===== config.mk =====
export PLATFORM = sky130hd
export DESIGN_NAME = load_store_unit
export DESIGN_NICKNAME = d
export VERILOG_FILES = /design/src/rtl/lsu_pkg.sv /design/src/rtl/lsu_lane_align.sv /design/src/rtl/load_store_unit.sv
export SDC_FILE = /design/constraint.sdc
export NUM_CORES = 1
export LEC_CHECK = 0
export CORE_UTILIZATION = 50
export CTS_BUF_LIST = sky130_fd_sc_hd__clkbuf_8
export CTS_CLUSTER_DIAMETER = 60
export DETAILED_ROUTE_END_ITERATION = 6
export GPL_TIMING_DRIVEN = 0
export PLACE_DENSITY = 0.87
export SETUP_SLACK_MARGIN = 0.2
export SLEW_MARGIN = 0
export SYNTH_ARGS = -nofsm -noshare
export SYNTH_HDL_FRONTEND = slang
export SYNTH_SLANG_ARGS = --single-unit

===== constraint.sdc =====
create_clock -name clk -period 2 [get_ports clk]
set_input_delay 0.4 -clock clk [delete_from_list [all_inputs] [get_ports clk]]
set_output_delay 0.4 -clock clk [all_outputs]
set_load 0.01 [all_outputs]

===== src/rtl/lsu_pkg.sv =====
// rtl/lsu_pkg.sv - shared types and constants for the load/store unit
package lsu_pkg;

   localparam int unsigned BYTE_W = 8;
   localparam int unsigned HALF_W = 16;
   localparam int unsigned WORD_W = 32;

   typedef enum logic [1:0] {
      SZ_BYTE = 2'b00,
      SZ_HALF = 2'b01,
      SZ_WORD = 2'b10,
      SZ_RSVD = 2'b11
   } lsu_size_e;

   typedef enum logic [2:0] {
      IDLE   = 3'd0,
      CHECK  = 3'd1,
      ACCESS = 3'd2,
      WRITE  = 3'd3,
      RESP   = 3'd4
   } lsu_state_e;

endpackage


===== src/rtl/lsu_lane_align.sv =====
// rtl/lsu_lane_align.sv - little-endian lane extract/extend and lane merge
module lsu_lane_align
   import lsu_pkg::*;
(
   input  logic [WORD_W-1:0] rd_word,
   input  logic [WORD_W-1:0] mg_word,
   input  logic [WORD_W-1:0] wdata,
   input  logic [1:0]        offset,
   input  lsu_size_e         size,
   input  logic              sgn,
   output logic [WORD_W-1:0] rdata,
   output logic [WORD_W-1:0] merged
);

   logic [BYTE_W-1:0] lane_b;
   logic [HALF_W-1:0] lane_h;

   // Pick the addressed byte/halfword and extend it to a full word
   always_comb begin
      lane_b = rd_word[7:0];
      case (offset)
         2'd0:    lane_b = rd_word[7:0];
         2'd1:    lane_b = rd_word[15:8];
         2'd2:    lane_b = rd_word[23:16];
         default: lane_b = rd_word[31:24];
      endcase
      lane_h = offset[1] ? rd_word[31:16] : rd_word[15:0];
      case (size)
         SZ_BYTE: rdata = sgn ? {{(WORD_W-BYTE_W){lane_b[BYTE_W-1]}}, lane_b}
                              : {{(WORD_W-BYTE_W){1'b0}}, lane_b};
         SZ_HALF: rdata = sgn ? {{(WORD_W-HALF_W){lane_h[HALF_W-1]}}, lane_h}
                              : {{(WORD_W-HALF_W){1'b0}}, lane_h};
         default: rdata = rd_word;
      endcase
   end

   // Replace the target lane(s) of the buffered word with the store data
   always_comb begin
      merged = mg_word;
      case (size)
         SZ_BYTE: begin
            case (offset)
               2'd0:    merged[7:0]   = wdata[7:0];
               2'd1:    merged[15:8]  = wdata[7:0];
               2'd2:    merged[23:16] = wdata[7:0];
               default: merged[31:24] = wdata[7:0];
            endcase
         end
         SZ_HALF: begin
            if (offset[1]) merged[31:16] = wdata[15:0];
            else           merged[15:0]  = wdata[15:0];
         end
         default: merged = wdata;
      endcase
   end

endmodule


===== src/rtl/load_store_unit.sv =====
// rtl/load_store_unit.sv - data-memory initiator FSM; LSU_PERF_CNT_EN adds load/store counters
module load_store_unit
   import lsu_pkg::*;
#(
   parameter int unsigned MEM_LIMIT = 6500
)(
   input  logic        clk,
   input  logic        rst,
   input  logic        req_valid,
   output logic        req_ready,
   input  logic        req_we,
   input  logic [1:0]  req_size,
   input  logic        req_signed,
   input  logic [31:0] req_addr,
   input  logic [31:0] req_wdata,
   output logic        resp_valid,
   input  logic        resp_ready,
   output logic [31:0] resp_rdata,
   output logic        resp_err,
   output logic [31:0] address,
   output logic [31:0] write_data,
   output logic        mem_read,
   output logic        mem_write,
   input  logic [31:0] read_data
`ifdef LSU_PERF_CNT_EN
   ,
   output logic [31:0] load_count,
   output logic [31:0] store_count
`endif
);

   lsu_state_e  state_q, state_d;
   logic        we_q;
   lsu_size_e   size_q;
   logic        sgn_q;
   logic [1:0]  off_q;
   logic [31:0] addr_q;
   logic [31:0] wdata_q;
   logic [31:0] buf_q;
   logic [31:0] rdata_q;
   logic        err_q;
   logic        chk_err;
   logic [31:0] ext_rdata;
   logic [31:0] merged;

   lsu_lane_align u_align (
      .rd_word (read_data),
      .mg_word (buf_q),
      .wdata   (wdata_q),
      .offset  (off_q),
      .size    (size_q),
      .sgn     (sgn_q),
      .rdata   (ext_rdata),
      .merged  (merged)
   );

   // Misalignment, reserved size, or aligned address beyond the memory
   always_comb begin
      chk_err = (size_q == SZ_RSVD)
             || (size_q == SZ_HALF && off_q[0])
             || (size_q == SZ_WORD && off_q != 2'b00)
             || (addr_q > 32'(MEM_LIMIT));
   end

   // State register
   always_ff @(posedge clk) begin
      if (rst) state_q <= IDLE;
      else     state_q <= state_d;
   end

   // Next-state logic
   always_comb begin
      state_d = state_q;
      case (state_q)
         IDLE:    if (req_valid) state_d = CHECK;
         CHECK:   state_d = chk_err ? RESP : ACCESS;
         ACCESS:  state_d = (we_q && size_q != SZ_WORD) ? WRITE : RESP;
         WRITE:   state_d = RESP;
         RESP:    if (resp_ready) state_d = IDLE;
         default: state_d = IDLE;
      endcase
   end

   // Outputs decoded from state; memory enables each last a single cycle
   always_comb begin
      req_ready  = 1'b0;
      resp_valid = 1'b0;
      mem_read   = 1'b0;
      mem_write  = 1'b0;
      write_data = 32'd0;
      case (state_q)
         IDLE:   req_ready = 1'b1;
         ACCESS: begin
            if (we_q && size_q == SZ_WORD) begin
               mem_write  = 1'b1;
               write_data = wdata_q;
            end else begin
               mem_read = 1'b1;
            end
         end
         WRITE: begin
            mem_write  = 1'b1;
            write_data = merged;
         end
         RESP:    resp_valid = 1'b1;
         default: ;
      endcase
   end

   assign address    = addr_q;
   assign resp_rdata = rdata_q;
   assign resp_err   = err_q;

   // Request latch, error flag, load result and read-modify-write buffer
   always_ff @(posedge clk) begin
      if (rst) begin
         we_q    <= 1'b0;
         size_q  <= SZ_BYTE;
         sgn_q   <= 1'b0;
         off_q   <= 2'b00;
         addr_q  <= 32'd0;
         wdata_q <= 32'd0;
         buf_q   <= 32'd0;
         rdata_q <= 32'd0;
         err_q   <= 1'b0;
      end else begin
         case (state_q)
            IDLE: begin
               if (req_valid) begin
                  we_q    <= req_we;
                  size_q  <= lsu_size_e'(req_size);
                  sgn_q   <= req_signed;
                  off_q   <= req_addr[1:0];
                  addr_q  <= {req_addr[31:2], 2'b00};
                  wdata_q <= req_wdata;
                  rdata_q <= 32'd0;
                  err_q   <= 1'b0;
               end
            end
            CHECK:  if (chk_err) err_q <= 1'b1;
            ACCESS: begin
               if (!we_q) rdata_q <= ext_rdata;
               else       buf_q   <= read_data;
            end
            default: ;
         endcase
      end
   end

`ifdef LSU_PERF_CNT_EN
   // Count completed non-error accesses at the response handshake
   always_ff @(posedge clk) begin
      if (rst) begin
         load_count  <= 32'd0;
         store_count <= 32'd0;
      end else if (state_q == RESP && resp_ready && !err_q) begin
         if (we_q) store_count <= store_count + 32'd1;
         else      load_count  <= load_count + 32'd1;
      end
   end
`endif

endmodule


==> impl_metrics.ini <==
[placed_design]
placed_cells = 1326
dp_hpwl_um = 19100
portBuffers = 202
globalplace.congestion = 0.950

[setup_path]
r2r_cells = 6
critical_path.cell_chain = clkbuf_2 -> and3_1 -> a211oi_4 -> o21ai_2 -> a21o_1 -> buf_6
critPathMaxFanout = 10
worstSetupPathType = reg2out
critical_path.reg2reg.startpoint = size_q[0]$_SDFFE_PP0P_
path_buf_inv = 2
worstSetupStartpointType = register
cp.depth = 6
regToRegSetupSlack_ns = -0.06
max_stage_delay_ns = 0.46
critPathArrivalTime_ns = 2.41
r2r_end = resp_rdata[2]$_SDFFE_PP0P_
cp_top_family = compound AO/OA/AOI/OAI gates
cp_data_required_time_ns = 1.60
cp-end-kind = output port
cp_slowest_cell = a211oi_4

[detailed_routing]
avgViaCountPerCell = 6.83
firstDrtPassIters = 7
final_antenna_net_count = 0
drt-initial-drc-count = 1548
drc_errors = 28
routed_wirelength_um = 36600
wl_per_cell_um = 26.1
vias = 9583

[finish]
drive_above_1_share = 0.266
finish.net_count = 1311
syn2layout_area_growth_pct = 56.5
n_fill_cell = 802
final_cells = 1404
finish.utilization = 0.798

[synthesis]
syn_area_per_cell_sq_um = 7.86
async_flop_share = 0
synthFlopType = dfxtp_1
synth_seq_cells = 136
ys_seq_area_frac = 0.369
synth_cell_types = 59
netlist_area_sq_um = 7380
synthCells = 939
synth-edff-count = 0
ys_warn_count = 0

[timing]
rsz0062_at_grt = yes
hold_violations = 0
setup_violations = 35
clock.fmax_mhz = 356
final_max_slew_viol_count = 0
fin_crit_ns = 2.81
max_slew_margin = 0.610
worst_pin_slew_ns = 0.586
worst_slack_ns = -0.807
fin_crit_sh = 1.40
skew_ns = 0.0179

[clocking]
clk-insertion-delay-late_ns = 0.50
cts_buffers = 17
cts_max_level = 4
clk_pin_slew_ns = 0.08
cts_buffer_depth = 2
root_buffer = clkbuf_8
clock_sinks = 136
cts_hold_buf = 0
cts_tree = done

[job]
maxCapViolCount = 0

[floorplan]
start_util = 0.510
pin_count = 205
core-area_sq_um = 14500
fp.dieW_um = 123
die_area_sq_um = 15200
fp-row-count = 44
die_h_um = 123

[global_route]
grt_max_degree = 17
grt_pass1_wl_um = 47100
track_usage = 0.415
antenna_found_initial = 1
grt.overflow.total = 0
grt_pass1_vias = 8580

[power_and_ir_drop]
cellLeakagePower_nw = 4.94
power.density_nw_per_um2 = 636
peakVddDrop_mv = 0.563

[outcome]
violations = design-rule violations, negative setup slack
status = finished, violations left

[min_path]
hold-path-endpoint = buf_q[15]$_SDFFE_PP0P_
hold_path_class = in2reg
whs_path_depth = 3
hold_start = read_data[15]
[cells in the final DEF, fill, tap and decap left out, types with 9 or more instances in the layout]
master / netlist / routed
a211oi_4: 0 / 15
a21o_1: 15 / 15
a21oi_1: 112 / 112
and3b_1: 16 / 16
buf_2: 24 / 38
buf_4: 10 / 36
buf_6: 4 / 32
buf_8: 0 / 11
clkbuf_1: 48 / 13
clkbuf_2: 0 / 17
clkbuf_8: 0 / 26
clkdlybuf4s50_1: 0 / 128
dfxtp_1: 136 / 129
dlygate4sd2_1: 0 / 14
dlymetal6s2s_1: 0 / 24
inv_1: 22 / 24
mux2_2: 28 / 12
mux2_4: 0 / 16
mux2i_1: 19 / 16
nand2_1: 229 / 223
nand2b_1: 19 / 15
nor3_1: 18 / 11
nor3b_1: 11 / 9
o211ai_1: 17 / 17
o21ai_1: 6 / 22
o21ai_2: 1 / 26
o21ai_4: 2 / 11
o2bb2ai_1: 16 / 14
[repair_timing]
item / in CTS / in global routing
resized for setup: 397 / 148
setup buffers: 30 / 9
cloned: 6 / 1
pin swaps: 64 / 52
setup endpoints to repair: 74 / 136
[synthesized netlist by cell type, types with 9 or more instances]
master / number / share of area
o2bb2ai_1: 16 / 0.019
a21o_1: 15 / 0.015
a221oi_1: 9 / 0.011
nor3_1: 18 / 0.012
mux2i_1: 19 / 0.026
dfxtp_1: 136 / 0.37
nor2_1: 11 / 0.0056
buf_4: 10 / 0.010
clkbuf_1: 48 / 0.024
a211oi_1: 24 / 0.024
mux2_2: 28 / 0.043
o211ai_1: 17 / 0.017
nor3b_1: 11 / 0.011
buf_2: 24 / 0.016
nand2b_1: 19 / 0.016
o21ai_0: 56 / 0.038
and3b_1: 16 / 0.019
nand2_1: 229 / 0.12
inv_1: 22 / 0.011
a21oi_1: 112 / 0.076
[flip-flops by register name (all words and copies together), names as in the netlist]
signal,cells
address,30
buf_q,32
off_q,2
resp_err,1
resp_rdata,32
sgn_q,1
size_q,2
state_q,3
wdata_q,32
we_q,1
[report_power, final]
part | total, mW | leakage, nW | internal (mW) | switching (mW)
clock | 2.42 | 0.203 | 1.26 | 1.16
combinational | 1.94 | 3.62 | 0.885 | 1.06
sequential | 2.97 | 1.11 | 2.82 | 0.153
total | 7.34 | 4.94 | 4.97 | 2.37
[worst reg2reg max path, delay by kind of cell (launching register included)]
| family | cells | cell delay, ns |
|---|---|---|
| buffers and inverters | 2 | 0.60 |
| DFF | 1 | 0.38 |
| and+or+nand+nor | 2 | 0.61 |
| AOI/OAI and AO/OA | 2 | 0.35 |
[worst max-delay path by stage]
stage | start | end
6_report | off_q[0]$_SDFFE_PP0P_ | write_data[28]
5_1_grt | off_q[0]$_SDFFE_PP0P_ | write_data[28]
4_1_cts | size_q[1]$_SDFFE_PP0P_ | write_data[27]
3_5_place_dp | off_q[0]$_SDFFE_PP0P_ | write_data[4]
3_3_place_gp | size_q[1]$_SDFFE_PP0P_ | write_data[16]
2_1_floorplan | off_q[1]$_SDFFE_PP0P_ | write_data[29]
[cells by family (layout without fill, tap and decap cells)]
group | after synthesis | after routing | share of synthesized area
compound gates | 310 | 310 | 0.276
buf+inv | 109 | 387 | 0.0687
flops | 136 | 136 | 0.369
mux | 49 | 49 | 0.0746
other cells | 1 | 4 | 0.000508
simple gates | 334 | 334 | 0.211
[final cells by class]
type                            instances  area [sq um]  share of cell area
Sequential cell                       136          2740               0.237
Antenna cell                            2          5.00            0.000433
Multi-Input combinational cell        695          4910               0.425
Clock buffer                           19           262              0.0226
Tap cell                              184           230              0.0199
Clock inverter                         11           134              0.0116
Buffer                                 87           776              0.0672
Timing Repair Buffer                  248          2410               0.209
Inverter                               22          85.1             0.00737
[metal layers]
layer | GRT usage | vias up | wire, um
li1 | - | 3846 | -
met1 | 0.480 | 4333 | 12200
met2 | 0.648 | 1004 | 15600
met5 | 0 | - | 59
met3 | 0.150 | 398 | 5250
met4 | 0.263 | 2 | 3470
[per-stage QoR]
stage	setup WS, ns	hold slack (ns)	area [sq um]	power [mW]	TNS, ns
after detailed placement	-0.730	0.449	9650	4.35	-44.57
final	-0.807	0.366	11500	7.34	-18.04
after global routing	-0.817	0.342	11500	7.49	-19.30
after global placement	-0.740	0.441	9650	4.33	-42.07
after CTS	-0.497	0.451	10900	6.91	-14.11
after floorplan	0.169	0.436	7390	3.74	0
Power figures use the tool's default switching activity.
